<file path="src/rtl/alu_cmd_sequencer.sv">
// Command front end for the 16-bit ALU: buffers commands in a small FIFO, issues
// them one at a time to the registered-result ALU and returns tagged results.
//
// state   | meaning
// IDLE    | nothing in flight; pops the FIFO head when one is present
// ISSUE   | alu_* registers hold the command; ALU samples them at the end of this cycle
// CAPTURE | alu_result is valid; it is registered into rsp_result at the end of this cycle
// RESPOND | rsp_valid is high and held stable until the consumer takes it
module alu_cmd_sequencer #(
  parameter int FIFO_DEPTH = 4,
  parameter int TAG_W      = 4
) (
  input  logic                             clk,
  input  logic                             reset,
  input  logic                             cmd_valid,
  output logic                             cmd_ready,
  input  logic [3:0]                       cmd_opcode,
  input  logic [15:0]                      cmd_a,
  input  logic [15:0]                      cmd_b,
  input  logic [TAG_W-1:0]                 cmd_tag,
  output logic [3:0]                       alu_opcode,
  output logic [15:0]                      alu_operandA,
  output logic [15:0]                      alu_operandB,
  input  logic [31:0]                      alu_result,
  output logic                             rsp_valid,
  input  logic                             rsp_ready,
  output logic [31:0]                      rsp_result,
  output logic [TAG_W-1:0]                 rsp_tag,
  output logic                             rsp_illegal,
  output logic                             busy,
  output logic [$clog2(FIFO_DEPTH+1)-1:0]  cmd_count
);

  localparam int PTR_W = $clog2(FIFO_DEPTH);
  localparam int CNT_W = $clog2(FIFO_DEPTH + 1);
  localparam logic [3:0] LAST_LEGAL_OP = 4'b1010;

  typedef enum logic [1:0] {IDLE, ISSUE, CAPTURE, RESPOND} state_t;

  state_t           state;
  logic [3:0]       q_op  [FIFO_DEPTH];
  logic [15:0]      q_a   [FIFO_DEPTH];
  logic [15:0]      q_b   [FIFO_DEPTH];
  logic [TAG_W-1:0] q_tag [FIFO_DEPTH];
  logic [PTR_W-1:0] wr_ptr;
  logic [PTR_W-1:0] rd_ptr;
  logic [TAG_W-1:0] tag_q;

  logic             full;
  logic             empty;
  logic             push;
  logic             pop;
  logic [3:0]       head_op;
  logic [15:0]      head_a;
  logic [15:0]      head_b;
  logic [TAG_W-1:0] head_tag;
  logic             head_illegal;

  assign full         = (cmd_count == CNT_W'(FIFO_DEPTH));
  assign empty        = (cmd_count == '0);
  assign cmd_ready    = !full && !reset;
  assign push         = cmd_valid && cmd_ready;
  // RESPOND always has rsp_valid set, so rsp_ready alone completes the handshake
  assign pop          = !empty && ((state == IDLE) || ((state == RESPOND) && rsp_ready));
  assign head_op      = q_op[rd_ptr];
  assign head_a       = q_a[rd_ptr];
  assign head_b       = q_b[rd_ptr];
  assign head_tag     = q_tag[rd_ptr];
  assign head_illegal = (head_op > LAST_LEGAL_OP);
  assign busy         = (state != IDLE) || !empty;

  always_ff @(posedge clk) begin
    if (push) begin
      q_op[wr_ptr]  <= cmd_opcode;
      q_a[wr_ptr]   <= cmd_a;
      q_b[wr_ptr]   <= cmd_b;
      q_tag[wr_ptr] <= cmd_tag;
    end
  end

  always_ff @(posedge clk) begin
    if (reset) begin
      state        <= IDLE;
      wr_ptr       <= '0;
      rd_ptr       <= '0;
      cmd_count    <= '0;
      tag_q        <= '0;
      alu_opcode   <= '0;
      alu_operandA <= '0;
      alu_operandB <= '0;
      rsp_valid    <= 1'b0;
      rsp_result   <= '0;
      rsp_tag      <= '0;
      rsp_illegal  <= 1'b0;
    end else begin
      if (push) wr_ptr <= wr_ptr + PTR_W'(1);
      if (pop)  rd_ptr <= rd_ptr + PTR_W'(1);
      case ({push, pop})
        2'b10:   cmd_count <= cmd_count + CNT_W'(1);
        2'b01:   cmd_count <= cmd_count - CNT_W'(1);
        default: cmd_count <= cmd_count;
      endcase

      if (pop) begin
        // illegal opcodes never reach the ALU; they answer directly with a zero result
        if (head_illegal) begin
          rsp_result  <= '0;
          rsp_illegal <= 1'b1;
          rsp_tag     <= head_tag;
          rsp_valid   <= 1'b1;
          state       <= RESPOND;
        end else begin
          alu_opcode   <= head_op;
          alu_operandA <= head_a;
          alu_operandB <= head_b;
          tag_q        <= head_tag;
          rsp_valid    <= 1'b0;
          state        <= ISSUE;
        end
      end else begin
        case (state)
          ISSUE: state <= CAPTURE;
          CAPTURE: begin
            rsp_result  <= alu_result;
            rsp_tag     <= tag_q;
            rsp_illegal <= 1'b0;
            rsp_valid   <= 1'b1;
            state       <= RESPOND;
          end
          RESPOND: begin
            if (rsp_ready) begin
              rsp_valid <= 1'b0;
              state     <= IDLE;
            end
          end
          default: state <= IDLE;
        endcase
      end
    end
  end

endmodule

</file>
<file path="config.mk">
export PLATFORM = sky130hd
export DESIGN_NAME = alu_cmd_sequencer
export DESIGN_NICKNAME = d
export VERILOG_FILES = /design/src/rtl/alu_cmd_sequencer.sv
export SDC_FILE = /design/constraint.sdc
export NUM_CORES = 1
export LEC_CHECK = 0
export ABC_CLOCK_PERIOD_IN_PS = 3400
export BUFFER_PORTS_ARGS = -buffer_cell sky130_fd_sc_hd__clkbuf_2
export CAP_MARGIN = 20
export CORE_MARGIN = 4
export CORE_UTILIZATION = 56
export CTS_CLUSTER_SIZE = 14
export DETAILED_ROUTE_END_ITERATION = 8
export HOLD_SLACK_MARGIN = 0.12
export PLACE_DENSITY = 0.79
export SYNTH_ARGS = -nofsm -noshare
export SYNTH_HDL_FRONTEND = slang
export SYNTH_SLANG_ARGS = --single-unit
</file>
<file path="constraint.sdc">
create_clock -name clk -period 3.4 [get_ports clk]
set_input_delay 0.17 -clock clk [delete_from_list [all_inputs] [get_ports clk]]
set_output_delay 0.17 -clock clk [all_outputs]
set_load 0.02 [all_outputs]
</file>
# == Word-level counts from Yosys, hierarchy flattened ==
# Memories as Yosys holds them, arrays and structs flattened. A register that Yosys moved wholly into a read port is not among the register bits.
# Cells that the tools add are included.
# Widths: inputs -> output; s select.
# op_classes
eq_ne,8
mul,0
add_sub_neg,4
div,0
reduce_logical,18
n_lt_le_gt_ge,1
shifts,0
bitwise_logic,1
mux,24
# op_table
operator,n
$mux 32,3
$mux 2,7
$mux 4,3
$mux 1,8
$eq 2x2->1 const B,3
$pmux 2 s3,1
$pmux 3 s2,1
$reduce_and 2->1,3
$reduce_bool 2->1,3
$add 2x1->2 const B,2
$eq 2x1->1 const B,2
$gt 4x4->1 const B,1
$logic_and 1x1->1,4
$add 3x1->3 const B,1
$eq 3x3->1 const B,1
$logic_not 1->1,3
$logic_not 3->1,1
$ne 3x3->1 const B,1
$reduce_bool 3->1,1
$sub 3x1->3 const B,1
$logic_not 2->1,1
$logic_or 1x1->1,2
$ne 2x1->1 const B,1
$pmux 1 s2,1
$not 1->1,1
# totals
elab_cells,70
mem_bits_ro,0
reg_bits,55
mem_bits_rw,160
input_bits,76
mem_count,4
latch_bits,0
out_inout_bits,79
# mem_list
memory,words,width,read_ports,rd_clocked_by_memory_dff,write_ports,line_no,rtl
q_a,4,16,1,1,1,42,logic [15:0] q_a [FIFO_DEPTH];
q_b,4,16,1,1,1,43,logic [15:0] q_b [FIFO_DEPTH];
q_op,4,4,1,1,1,41,logic [3:0] q_op [FIFO_DEPTH];
q_tag,4,4,1,1,1,44,logic [TAG_W-1:0] q_tag [FIFO_DEPTH];

# == Longest topological paths before layout ==
# Gate-level depths: netlist of run 1.
# logic_depth
depth_word,6
mapped_depth,10
depth_no_buf,10

# == Worst setup path after synthesis of run 1 ==
# No wires, ideal clock.
# synth_path
kind,register to register
startpoint,reg cmd_count[0]
endpoint,mem q_a[0][0] (enable)
n_path_buf,0
stages_incl_launch_ff,4
arrival_time_ns,2.280
synth_period_minus_slack_ns,2.681
slack_ns,0.719
t_required_ns,2.999
setup_time_ns,0.401
path_cell_list,dfxtp_1 > nor2_1 > a211oi_1 > and2_1
# synth_via
elab_chain_len,6
# synth_rtl
item,line_no,rtl
"start, declared",31,output logic [$clog2(FIFO_DEPTH+1)-1:0] cmd_count
"start signal, assigned",99,2'b10: cmd_count <= cmd_count + CNT_W'(1);
"start signal, assigned",100,2'b01: cmd_count <= cmd_count - CNT_W'(1);
"start signal, assigned",101,default: cmd_count <= cmd_count;
$eq 3x3->1,59,assign full = (cmd_count == CNT_W'(FIFO_DEPTH));
$logic_not 1->1,61,assign cmd_ready = !full && !reset;
$logic_and 1x1->1,61,
$logic_and 1x1->1,62,assign push = cmd_valid && cmd_ready;
$mux 1,73,if (push) begin
$mux 1 (not written as such),75,q_a[wr_ptr] <= cmd_a;
"end, declared",42,
# Every way passes these cells.

# == Final worst setup path of run 1 ==
# layout_path
startpoint,reg cmd_count[0]
endpoint,reg cmd_count[2]
# layout_via
elab_chain_len,6
elab_cells_between_ends,13
cone_classes,add/sub (2); eq/ne (3); mux (1); reduce/logical (7)
# layout_rtl
item,line_no,rtl
$eq 3x3->1,59,
$logic_not 1->1,61,
$logic_and 1x1->1,61,
$logic_and 1x1->1,62,
$eq 2x1->1 / $eq 2x2->1 (equally long branches),98,"case ({push, pop})"
$pmux 3 s2 / $reduce_bool 2->1 (equally long branches),n/a,
# Parallel ways exist; a longest one is shown, timed or not.
# A chain may end at the register's enable or synchronous reset.

==> results of run 1 <==
-- power groups by stage --
stage | logic [mW] | registers (mW) | clock network (mW)
floorplan | 1.68 | 4.22 | 0
global placement | 2.64 | 4.01 | 0
detailed placement | 2.77 | 4.04 | 0
CTS | 2.88 | 3.99 | 2.82
global route | 3.13 | 4.03 | 2.95
finish | 2.90 | 3.99 | 2.78
-- layout by cell type (no fill, tap or decap), types with 15 or more instances in the layout --
master,Yosys,routed
sky130_fd_sc_hd__a21oi_1,78,77
sky130_fd_sc_hd__buf_4,2,15
sky130_fd_sc_hd__clkbuf_16,0,25
sky130_fd_sc_hd__clkbuf_2,2,154
sky130_fd_sc_hd__dfxtp_1,89,87
sky130_fd_sc_hd__dlygate4sd3_1,0,75
sky130_fd_sc_hd__edfxtp_1,160,160
sky130_fd_sc_hd__mux4_2,35,35
sky130_fd_sc_hd__nand2_1,71,71
sky130_fd_sc_hd__nand3_1,41,41
sky130_fd_sc_hd__o21ai_0,33,33
-- sequential cells by signal (all words and copies together), names as in the netlist, 2 cells and up, named ones only --
register / cells
alu_opcode: 4
cmd_count: 3
alu_operandA: 16
rsp_tag: 4
q_op: 16
state: 2
wr_ptr: 2
rsp_result: 32
tag_q: 4
q_b: 64
q_tag: 16
alu_operandB: 16
rd_ptr: 2
q_a: 64
-- critical path, stage by stage (launching register included) --
cell and delay (ns):
sky130_fd_sc_hd__dfxtp_1 0.46, sky130_fd_sc_hd__nor2_1 0.10, sky130_fd_sc_hd__a211oi_1 0.82, sky130_fd_sc_hd__inv_1 0.11
sky130_fd_sc_hd__ha_1 0.28, sky130_fd_sc_hd__fa_1 0.39, sky130_fd_sc_hd__xnor2_1 0.15, sky130_fd_sc_hd__or3_1 0.30
sky130_fd_sc_hd__a21oi_1 0.16
-- final timing paths --
check / endpoint / from / slack, ns
worst max register to register: cmd_count[2] / cmd_count[0] / 0.54
worst max-delay path: cmd_count[2] / cmd_count[0] / 0.54
worst min-delay path: wr_ptr[1] / cmd_valid / 0.17
worst min register to register: rsp_result[22] / rsp_result[22] / 0.46
-- routing by layer --
metal / vias to the layer above / track usage
met1: 3181 / 0.278
met2: 300 / 0.422
met4: 0 / 0.0992
li1: 2858 / -
met3: 55 / 0.0496
met5: - / 0
-- area by class of cell --
class / count / area (um^2)
timing repair buffer: 246 / 1670
clock inverter: 12 / 150
fill: 938 / 4200
clock buffer: 34 / 699
sequential: 249 / 6590
tap: 216 / 270
multi-input combinational: 331 / 2500
inverter: 10 / 37.5
-- cells by family (layout without fill, tap and decap cells) --
family	Yosys count	count (layout)	share of synthesized area
compound gates	140	140	0.0823
mux	45	45	0.104
xor+xnor	5	5	0.00470
buf+inv	53	302	0.0278
fa+ha+maj	9	9	0.0129
flops	249	249	0.706
simple gates	132	132	0.0619
-- metrics by stage --
step / area (um^2) / instances / setup WS [ns]
after global routing: 11900 / 1098 / 0.290
after floorplan: 9320 / 633 / 0.719
after global placement: 10300 / 977 / 0.821
after detailed placement: 10300 / 977 / 0.615
final: 11900 / 1098 / 0.539
after CTS: 11900 / 1098 / 0.580
==> impl_metrics.sql, run 1 <==
INSERT INTO impl_metrics (metric_group, metric, value, unit) VALUES
('yosys', 'synth_top_area_cell', 'sky130_fd_sc_hd__edfxtp_1', ''),
('global_routing', 'wire_length_of_the_first_global_routing_pass', '34700', 'um'),
('yosys', 'syn_area', '0.00932', 'mm^2'),
('clock_tree', 'cts_made_buffers', '25', ''),
('sta', 'rsz_0062_raised_after_global_routing', 'false', ''),
('power', 'switchingPower', '3.25', 'mW'),
('floorplan', 'die_width', '137', 'um'),
('power', 'pwr_density_cell', '811', 'mW/mm^2'),
('floorplan', 'die-area', '0.0188', 'mm^2'),
('cells_and_area', 'diodes', '0', ''),
('clock_tree', 'cts_root_buffer', 'sky130_fd_sc_hd__clkbuf_16', ''),
('cells_and_area', 'area_growth', '27.8', '%'),
('place', 'place_hpwl', '13100', 'um'),
('sta', 'slew_headroom', '0.354', ''),
('sta', 'timing.final.crit_share', '0.842', ''),
('sta', 'maxSlewViolCount', '0', ''),
('power', 'p_comb_frac', '0.300', ''),
('floorplan', 'core', '0.0161', 'mm^2'),
('yosys', 'synthTopCellsByCount', 'sky130_fd_sc_hd__edfxtp_1 (160), sky130_fd_sc_hd__dfxtp_1 (89), sky130_fd_sc_hd__a21oi_1 (78), sky130_fd_sc_hd__nand2_1 (71), sky130_fd_sc_hd__nand3_1 (41)', ''),
('setup_path', 'cp-start-kind', 'register', ''),
('sta', 'timing.hold.ws', '0.166', 'ns'),
('setup_path', 'critical_path_arrival', '3.29', 'ns'),
('yosys', 'netlist-cell-type-count', '39', ''),
('sta', 'final.setup_skew', '0.0217', 'ns'),
('setup_path', 'crit_required', '3.83', 'ns'),
('clock_tree', 'holdBufCountCts', '75', ''),
('yosys', 'synth_edf_count', '160', ''),
('setup_path', 'r2r.worst_path.cells', '8', ''),
('drt', 'drt-met1-wl', '8410', 'um'),
('drt', 'viasPerCell', '5.82', ''),
('yosys', 'async_reset_ff_frac', '0', ''),
('yosys', 'ys_ff_latch', '249', ''),
('yosys', 'post_synth_inst_count', '633', ''),
('clock_tree', 'cts_tree', 'built', ''),
('global_routing', 'via_count_of_the_first_global_routing_pass', '6838', ''),
('drt', 'routed_wl', '22200', 'um'),
('drt', 'wl_met3', '1700', 'um'),
('drt', 'detail_route.iter0.violations', '423', ''),
('yosys', 'syn-mean-instance-area', '14.7', 'um^2'),
('yosys', 'synthTopCellsByArea', 'sky130_fd_sc_hd__edfxtp_1 (52%), sky130_fd_sc_hd__dfxtp_1 (19%), sky130_fd_sc_hd__mux4_2 (8.5%)', ''),
('yosys', 'synth_fp_nets', '718', ''),
('drt', 'routed_wire_length_per_instance', '20.2', 'um'),
('setup_path', 'worstSetupPathType', 'register to register', ''),
('drt', 'detailed_route_via_count', '6394', ''),
('setup_path', 'critical_path.endpoint_type', 'register', ''),
('power', 'clock_power_share', '0.287', ''),
('clock_tree', 'cts_post_setup_buffers_inserted', '0', ''),
('power', 'internal_power', '6.41', 'mW'),
('cells_and_area', 'layout-drive-gt1-share', '0.293', ''),
('sta', 'fin_crit', '2.86', 'ns'),
('clock_tree', 'cts.repair.resized', '0', ''),
('run', 'drv_cap', '0', ''),
('yosys', 'synth_sequential_area_ratio', '0.706', ''),
('power', 'switching_share', '0.337', ''),
('drt', 'drc', '0', ''),
('clock_tree', 'worst_setup_hold_path_clk_slew', '0.06', 'ns'),
('clock_tree', 'htreeDepth', '1', ''),
('clock_tree', 'worst_skew_pair_latency', '0.53', 'ns'),
('sta', 'finalSetupViolCount', '0', ''),
('yosys', 'synth_top_area_frac', '0.515', ''),
('power', 'leakagePower', '4.34', 'nW'),
('drt', 'postRouteAntennaNets', '0', ''),
('sta', 'totalNegativeSetupSlack', '0', 'ns'),
('outcome', 'result_of_the_run', 'completed', ''),
('floorplan', 'initial_utilization', '0.578', ''),
('cells_and_area', 'finalCoreUtilization', '0.740', ''),
('yosys', 'synth.yosys.warnings', '0', ''),
('floorplan', 'core.rowCount', '46', ''),
('global_routing', 'grt_overflow', '0', ''),
('cells_and_area', 'num-nets-final', '948', ''),
('floorplan', 'die-height', '137', 'um');
Power figures use the tool's default switching activity.
==> run 2: changes to the inputs <==
ABC_AREA = 1   (was unset)
ABC_CLOCK_PERIOD_IN_PS = 2900   (was 3400)
clock period = 2.9 ns   (was 3.4 ns; I/O delays follow)
==> run 2 against run 1 <==
- routed wire length down 0.67%
- total power up 8.4%
- first-iteration DRC count up 24%
- clock skew down 0.011 ns
- largest power group unchanged
- non-clock buffer count up 1
- critical path type unchanged
- combinational power up 8.3%
- flip-flop and latch count unchanged
- clock power up 4%
- sequential share of layout area about the same
- sequential power up 12%
- synthesized cell count up 33%
- global-route usage down 0.78 points
==> impl_metrics.sql, run 2 <==
INSERT INTO impl_metrics (metric_group, metric, value, unit) VALUES
('power', 'leakagePower', '4.60', 'nW'),
('floorplan', 'initial_utilization', '0.571', ''),
('yosys', 'synth_top_area_frac', '0.509', ''),
('hold_path', 'hold_path_startpoint', 'cmd_valid', ''),
('place', 'post_placement_worst_setup_slack', '0.700', 'ns'),
('setup_path', 'critical-path-max-stage-delay', '0.43', 'ns'),
('yosys', 'synth_sequential_area_ratio', '0.698', ''),
('drt', 'detailed_route_via_count', '7067', ''),
('setup_path', 'worstPathBufferInverterCount', '2', ''),
('sta', 'slew_headroom', '0.565', ''),
('yosys', 'async_reset_ff_frac', '0', ''),
('sta', 'timing.hold.ws', '0.142', 'ns'),
('yosys', 'netlist-cell-type-count', '34', ''),
('cells_and_area', 'area_growth', '26.2', '%'),
('sta', 'setup_ws', '0.667', 'ns'),
('setup_path', 'crit_reg_reg_endpoint', 'cmd_count[2]', ''),
('yosys', 'synthTopCellsByArea', 'sky130_fd_sc_hd__edfxtp_1 (51%), sky130_fd_sc_hd__dfxtp_1 (19%), sky130_fd_sc_hd__nor2_1 (6.6%)', ''),
('global_routing', 'grt_antenna_before_repair', '0', ''),
('clock_tree', 'cts_made_buffers', '24', ''),
('setup_path', 'critical_path.endpoint_type', 'register', ''),
('outcome', 'result_of_the_run', 'completed', ''),
('setup_path', 'timing.critical_path.slowest_stage_cell', 'sky130_fd_sc_hd__dfxtp_1', ''),
('setup_path', 'cp-start-kind', 'register', ''),
('floorplan', 'io_pins', '155', ''),
('yosys', 'synth_fp_nets', '927', ''),
('cells_and_area', 'finalCoreUtilization', '0.721', ''),
('sta', 'fin_crit', '2.23', 'ns'),
('hold_path', 'hold-path-endpoint', 'wr_ptr[0]', ''),
('clock_tree', 'cts_tree', 'built', ''),
('floorplan', 'core', '0.0165', 'mm^2'),
('drt', 'routed_wl', '22100', 'um'),
('global_routing', 'wire_length_of_the_first_global_routing_pass', '34100', 'um'),
('clock_tree', 'cts.sink_count', '249', ''),
('drt', 'drc', '0', ''),
('drt', 'routed_wire_length_per_instance', '17.0', 'um'),
('place', 'port_buffers', '154', ''),
('place', 'replace_congestion', '0.728', ''),
('setup_path', 'dominant_delay_contributor_by_cell_family_on_the_critical_path', 'compound AO/OA/AOI/OAI gates', ''),
('hold_path', 'timing.hold.worst.class', 'input pin to register', ''),
('sta', 'final.setup_skew', '0.0106', 'ns'),
('yosys', 'syn-mean-instance-area', '11.2', 'um^2'),
('cells_and_area', 'layout-drive-gt1-share', '0.213', ''),
('drt', 'detailedRoute.firstPassIterationCount', '5', ''),
('cells_and_area', 'layout.cells.most_common', 'sky130_fd_sc_hd__nor2_1', ''),
('yosys', 'synth_top_area_cell', 'sky130_fd_sc_hd__edfxtp_1', ''),
('cells_and_area', 'largestRegisters', 'q_a x64, q_b x64, rsp_result x32', ''),
('global_routing', 'grt_overflow', '0', ''),
('place', 'place_hpwl', '12800', 'um'),
('clock_tree', 'cts_root_buffer', 'sky130_fd_sc_hd__clkbuf_16', ''),
('floorplan', 'die_width', '138', 'um'),
('global_routing', 'via_count_of_the_first_global_routing_pass', '6905', ''),
('drt', 'detail_route.iter0.violations', '524', ''),
('cells_and_area', 'layout_common_cells', 'sky130_fd_sc_hd__nor2_1 (162), sky130_fd_sc_hd__edfxtp_1 (160), sky130_fd_sc_hd__clkbuf_2 (154), sky130_fd_sc_hd__o21ai_0 (102), sky130_fd_sc_hd__dfxtp_1 (88)', ''),
('sta', 'report.final.hold_viol_count', '0', ''),
('clock_tree', 'cts_post_setup_buffers_inserted', '0', ''),
('floorplan', 'core.rowCount', '47', ''),
('cells_and_area', 'filler_cell_count', '1094', ''),
('yosys', 'synth_flop_cell', 'sky130_fd_sc_hd__edfxtp_1', ''),
('hold_path', 'min_path_cells', '4', ''),
('setup_path', 'crit_required', '3.34', 'ns'),
('power', 'pwr_density_cell', '880', 'mW/mm^2'),
('power', 'worst_ir_drop_vdd', '0.000643', 'V'),
('setup_path', 'r2r.worst_path.cells', '10', ''),
('setup_path', 'worstSetupPathType', 'register to register', ''),
('clock_tree', 'htreeDepth', '1', ''),
('yosys', 'post_synth_inst_count', '842', ''),
('sta', 'rsz_0062_raised_after_global_routing', 'false', ''),
('setup_path', 'rrSetupSlack', '0.67', 'ns'),
('drt', 'viasPerCell', '5.44', ''),
('clock_tree', 'worst_setup_hold_path_clk_slew', '0.06', 'ns'),
('floorplan', 'die-area', '0.0190', 'mm^2'),
('sta', 'finalSetupViolCount', '0', ''),
('yosys', 'synth_most_common_cell', 'sky130_fd_sc_hd__nor2_1', ''),
('sta', 'worst_slew_pin_slew', '0.653', 'ns'),
('sta', 'fmax', '448', 'MHz'),
('clock_tree', 'clock_path_buffers', '3', ''),
('setup_path', 'cp_cell_sequence', 'inv_1 -> a31oi_1 -> nand2_1 -> buf_4 -> ha_1 -> fa_1 -> a21oi_1 -> o21a_1 -> o21ai_0 -> a21oi_1', ''),
('cells_and_area', 'num-nets-final', '1148', ''),
('floorplan', 'die-height', '138', 'um'),
('yosys', 'synth_edf_count', '160', ''),
('global_routing', 'globalRouteTotalUtil', '0.229', ''),
('sta', 'maxSlewViolCount', '0', ''),
('drt', 'postRouteAntennaNets', '0', ''),
('cells_and_area', 'diodes', '0', ''),
('run', 'drv_cap', '0', ''),
('setup_path', 'cp_max_fo', '9', ''),
('yosys', 'syn_area', '0.00944', 'mm^2'),
('yosys', 'synth.yosys.warnings', '0', ''),
('sta', 'timing.final.crit_share', '0.770', ''),
('clock_tree', 'cts.repair.resized', '0', ''),
('setup_path', 'crit-reg2reg-launch', 'cmd_count[0]', ''),
('clock_tree', 'worst_skew_pair_latency', '0.51', 'ns'),
('sta', 'totalNegativeSetupSlack', '0', 'ns'),
('yosys', 'synthTopCellsByCount', 'sky130_fd_sc_hd__nor2_1 (166), sky130_fd_sc_hd__edfxtp_1 (160), sky130_fd_sc_hd__o21ai_0 (102), sky130_fd_sc_hd__dfxtp_1 (89), sky130_fd_sc_hd__nand2_1 (76)', ''),
('global_routing', 'maximum_number_of_pins_on_one_net_before_global_route_repair', '66', ''),
('setup_path', 'critical_path_arrival', '2.68', 'ns'),
('yosys', 'ys_ff_latch', '249', ''),
('setup_path', 'path_common_cell', 'sky130_fd_sc_hd__a21oi_1', '');
[run 2: cell count changes after synthesis, sizes merged, moves of 4 or more]
cell,delta
o21ai,+76
nand2,+10
o22ai,+32
mux4,-40
o22a,+4
and2,-4
a211oi,-5
inv,+21
buf,+8
nand3b,+4
nor2,+158
nor3,-4
mux2i,-5
a21oi,-33
[run 2: layout make-up]
cell class              count  area, um^2  share of cell area
clock inverters             3        26.3             0.00221
well taps                 220         275              0.0231
multi-input cells         510        2490               0.209
clock buffers              40         711              0.0597
inverters                  31         119             0.00998
flip-flops and latches    249        6590               0.553
repair buffers            247        1700               0.143
[run 2: repair_timing]
item,CTS,global route
endpoints found under the setup margin,0,0
hold buffers,73,0
hold endpoints to repair,194,0
[run 2: cells by family after synthesis]
family,count (synthesis),share of synthesized area
fa+ha+maj,9,0.0127
xor+xnor,1,0.000928
flops,249,0.698
buf+inv,83,0.0418
compound gates,205,0.119
simple gates,295,0.128
[run 2: report_power, final]
part / switching [mW] / internal [mW] / leakage (nW)
clock: 1.22 / 1.67 / 0.359
combinational: 2.10 / 1.04 / 2.06
sequential: 0.239 / 4.21 / 2.18
total: 3.56 / 6.91 / 4.60
[run 2: per-layer routing]
metal	global-route usage	vias to the layer above	wire length [um]
met5	0	-	0
met4	0.0703	0	574
met3	0.0442	52	1820
met2	0.421	295	11000
met1	0.271	3337	8710
li1	-	3383	-
[run 2: how the worst max path moves through the flow]
stage	start	cells past startpoint	endpoint	slack (ns)
floorplan	cmd_count[1]	4	q_a[0][0]	-0.63
CTS	cmd_count[0]	10	cmd_count[2]	0.68
global placement	state[0]	11	cmd_count[2]	0.76
global route	cmd_count[0]	10	cmd_count[2]	0.54
finish	cmd_count[0]	10	cmd_count[2]	0.67
detailed placement	cmd_count[0]	10	cmd_count[2]	0.70
[run 2: through the flow]
step	power (mW)	instances	cell area, um^2
after CTS	10.5	1300	11900
after floorplan	6.69	842	9440
after global routing	11.1	1300	11900
after detailed placement	7.55	1184	10400
final	10.5	1300	11900
after global placement	7.47	1184	10400
[run 2: worst register-to-register path: stages, from the launching register on]
cell	delay, ns
sky130_fd_sc_hd__dfxtp_1	0.43
sky130_fd_sc_hd__inv_1	0.10
sky130_fd_sc_hd__a31oi_1	0.20
sky130_fd_sc_hd__nand2_1	0.09
sky130_fd_sc_hd__buf_4	0.20
sky130_fd_sc_hd__ha_1	0.26
sky130_fd_sc_hd__fa_1	0.40
sky130_fd_sc_hd__a21oi_1	0.14
sky130_fd_sc_hd__o21a_1	0.14
sky130_fd_sc_hd__o21ai_0	0.07
sky130_fd_sc_hd__a21oi_1	0.14
==> run 3: changes to the inputs <==
ABC_CLOCK_PERIOD_IN_PS = 2300   (was 2900)
clock period = 2.3 ns   (was 2.9 ns; I/O delays follow)
==> run 3 against run 2 <==
- first-iteration DRC count fell by 5.5%
- sequential power rose by 25%
- critical path depth rose by 1
- combinational power rose by 29%
- non-clock buffer count rose by 6
- clock power rose by 36%
- cell count rose by 0.62%
- die area did not move
- global-route usage rose by 0.16 points
- routed wire length rose by 0.89%
- critical path type unchanged
- largest power group unchanged
==> impl_metrics.sql, run 3 (synthesized netlist as in run 2, its figures left out) <==
INSERT INTO impl_metrics (metric_group, metric, value, unit) VALUES
('outcome', 'result_of_the_run', 'completed', ''),
('drt', 'postRouteAntennaNets', '0', ''),
('floorplan', 'die-height', '138', 'um'),
('floorplan', 'initial_utilization', '0.571', ''),
('sta', 'worst_slew_pin_slew', '0.649', 'ns'),
('clock_tree', 'htreeDepth', '1', ''),
('global_routing', 'wire_length_of_the_first_global_routing_pass', '34500', 'um'),
('power', 'finalPower', '13.6', 'mW'),
('setup_path', 'cp_max_fo', '3', ''),
('place', 'replace_congestion', '0.777', ''),
('drt', 'detail_route.iter0.violations', '495', ''),
('floorplan', 'core', '0.0165', 'mm^2'),
('clock_tree', 'cts_root_buffer', 'sky130_fd_sc_hd__clkbuf_16', ''),
('drt', 'drc', '0', ''),
('global_routing', 'globalRouteTotalUtil', '0.231', ''),
('floorplan', 'core.rowCount', '47', ''),
('clock_tree', 'worst_skew_pair_latency', '0.51', 'ns'),
('global_routing', 'via_count_of_the_first_global_routing_pass', '6961', ''),
('clock_tree', 'cts_tree', 'built', ''),
('cells_and_area', 'final_cell_area', '0.0121', 'mm^2'),
('sta', 'report.final.hold_viol_count', '0', ''),
('cells_and_area', 'filler_cell_count', '1090', ''),
('drt', 'routed_wl', '22300', 'um'),
('sta', 'timing.hold.ws', '0.364', 'ns'),
('power', 'leakagePower', '4.67', 'nW'),
('clock_tree', 'worst_setup_hold_path_clk_slew', '0.06', 'ns'),
('setup_path', 'cp-start-kind', 'register', ''),
('clock_tree', 'cts.sink_count', '249', ''),
('run', 'drv_cap', '0', ''),
('sta', 'fin_crit', '2.12', 'ns'),
('cells_and_area', 'layout-drive-gt1-share', '0.224', ''),
('power', 'worst_ir_drop_vdd', '0.000597', 'V'),
('sta', 'maxSlewViolCount', '0', ''),
('setup_path', 'crit_required', '2.74', 'ns'),
('hold_path', 'hold-path-endpoint', 'q_b[0][2]', ''),
('sta', 'slew_headroom', '0.567', ''),
('place', 'dpl_cell_area', '0.0105', 'mm^2'),
('setup_path', 'crit-reg2reg-launch', 'state[0]', ''),
('cells_and_area', 'layout_common_cells', 'sky130_fd_sc_hd__nor2_1 (162), sky130_fd_sc_hd__edfxtp_1 (160), sky130_fd_sc_hd__clkbuf_2 (156), sky130_fd_sc_hd__o21ai_0 (102), sky130_fd_sc_hd__dfxtp_1 (87)', ''),
('setup_path', 'critical_path_arrival', '2.56', 'ns'),
('cells_and_area', 'multi_input_comb_area', '0.00251', 'mm^2'),
('clock_tree', 'clock_path_buffers', '3', ''),
('cells_and_area', 'largestRegisters', 'q_a x64, q_b x64, rsp_result x32', ''),
('place', 'port_buffers', '154', ''),
('floorplan', 'die-area', '0.0190', 'mm^2'),
('setup_path', 'rrSetupSlack', '0.18', 'ns'),
('drt', 'detailed_route_via_count', '6958', ''),
('place', 'place_hpwl', '12400', 'um'),
('drt', 'routed_wire_length_per_instance', '17.0', 'um'),
('cells_and_area', 'area_growth', '27.8', '%'),
('floorplan', 'io_pins', '155', ''),
('cells_and_area', 'layout.cells.most_common', 'sky130_fd_sc_hd__nor2_1', ''),
('floorplan', 'die_width', '138', 'um'),
('drt', 'detailedRoute.firstPassIterationCount', '5', ''),
('setup_path', 'crit_reg_reg_endpoint', 'cmd_count[2]', ''),
('setup_path', 'r2r.worst_path.cells', '11', ''),
('hold_path', 'hold_path_startpoint', 'cmd_b[2]', ''),
('power', 'pwr_density_cell', '1130', 'mW/mm^2'),
('clock_tree', 'cts_post_setup_buffers_inserted', '0', ''),
('sta', 'timing.final.crit_share', '0.924', ''),
('cells_and_area', 'layout.area.seq', '0.00659', 'mm^2'),
('global_routing', 'grt_overflow', '0', ''),
('drt', 'viasPerCell', '5.32', ''),
('hold_path', 'min_path_cells', '2', ''),
('clock_tree', 'cts_made_buffers', '25', ''),
('hold_path', 'timing.hold.worst.class', 'input pin to register', ''),
('sta', 'finalSetupViolCount', '0', ''),
('sta', 'final.setup_skew', '0.0143', 'ns'),
('setup_path', 'worstSetupPathType', 'register to register', ''),
('setup_path', 'critical_path.endpoint_type', 'register', ''),
('cells_and_area', 'num-nets-final', '1155', ''),
('cells_and_area', 'diodes', '0', ''),
('sta', 'fmax', '471', 'MHz'),
('global_routing', 'maximum_number_of_pins_on_one_net_before_global_route_repair', '66', ''),
('global_routing', 'grt_antenna_before_repair', '0', '');
run 3: cell types whose count changed in the layout (fill, tap and decap cells not counted), sizes merged:
cell         change
clkbuf           -5
buf              +4
clkinv           +3
bufinv           +2
dlygate4sd3      +2
clkinvlp         +1
inv              +1
run 3: metrics by stage:
stage,cells,utilization,setup WS (ns),TNS [ns]
final,1308,0.730,0.176,0
after global routing,1308,0.730,-0.00273,-0.00273
after CTS,1308,0.729,0.187,0
after detailed placement,1188,0.635,0.195,0
after global placement,1188,0.635,0.294,0
after floorplan,842,-,0.0222,0
run 3: layer usage:
| metal | up-vias | routed length [um] | global-route usage |
|---|---|---|---|
| li1 | 3391 | - | - |
| met1 | 3263 | 8810 | 0.275 |
| met2 | 254 | 11300 | 0.418 |
| met3 | 50 | 1690 | 0.0467 |
| met4 | 0 | 515 | 0.0735 |
| met5 | - | 0 | 0 |
run 3: worst max path at each step:
stage	end	startpoint	depth (start not counted)	slack, ns
global route	cmd_count[2]	state[0]	11	-0.003
finish	cmd_count[2]	state[0]	11	0.18
floorplan	cmd_count[2]	cmd_count[0]	8	0.02
detailed placement	cmd_count[2]	state[0]	11	0.20
CTS	cmd_count[2]	state[0]	11	0.19
global placement	cmd_count[2]	state[0]	11	0.29
run 3: report_power, final:
group / switching, mW / internal, mW / total (mW)
Clock: 1.59 / 2.34 / 3.93
Combinational: 2.70 / 1.36 / 4.06
Sequential: 0.275 / 5.31 / 5.58
run 3: what timing repair did:
item                                    in CTS  in global routing
hold endpoints to repair                   201                  0
gates resized for setup                      0                  2
hold buffers                                75                  0
endpoints found under the setup margin       0                  1
run 3: critical path, cell delays in order, from the launching register on:
cell and delay (ns):
sky130_fd_sc_hd__dfxtp_1 0.35, sky130_fd_sc_hd__inv_1 0.08, sky130_fd_sc_hd__ha_1 0.22, sky130_fd_sc_hd__a21o_1 0.15
sky130_fd_sc_hd__nand2_1 0.07, sky130_fd_sc_hd__inv_1 0.05, sky130_fd_sc_hd__ha_1 0.22, sky130_fd_sc_hd__fa_1 0.40
sky130_fd_sc_hd__a21oi_2 0.13, sky130_fd_sc_hd__o21a_1 0.14, sky130_fd_sc_hd__o21ai_0 0.08, sky130_fd_sc_hd__a21oi_1 0.16
run 3: cell type report:
type,instances,area share
clock buffers,35,0.0577
well taps,220,0.0228
inverters,31,0.00986
clock inverters,10,0.00882
repair buffers,253,0.146
flip-flops and latches,249,0.546
multi-input cells,510,0.208
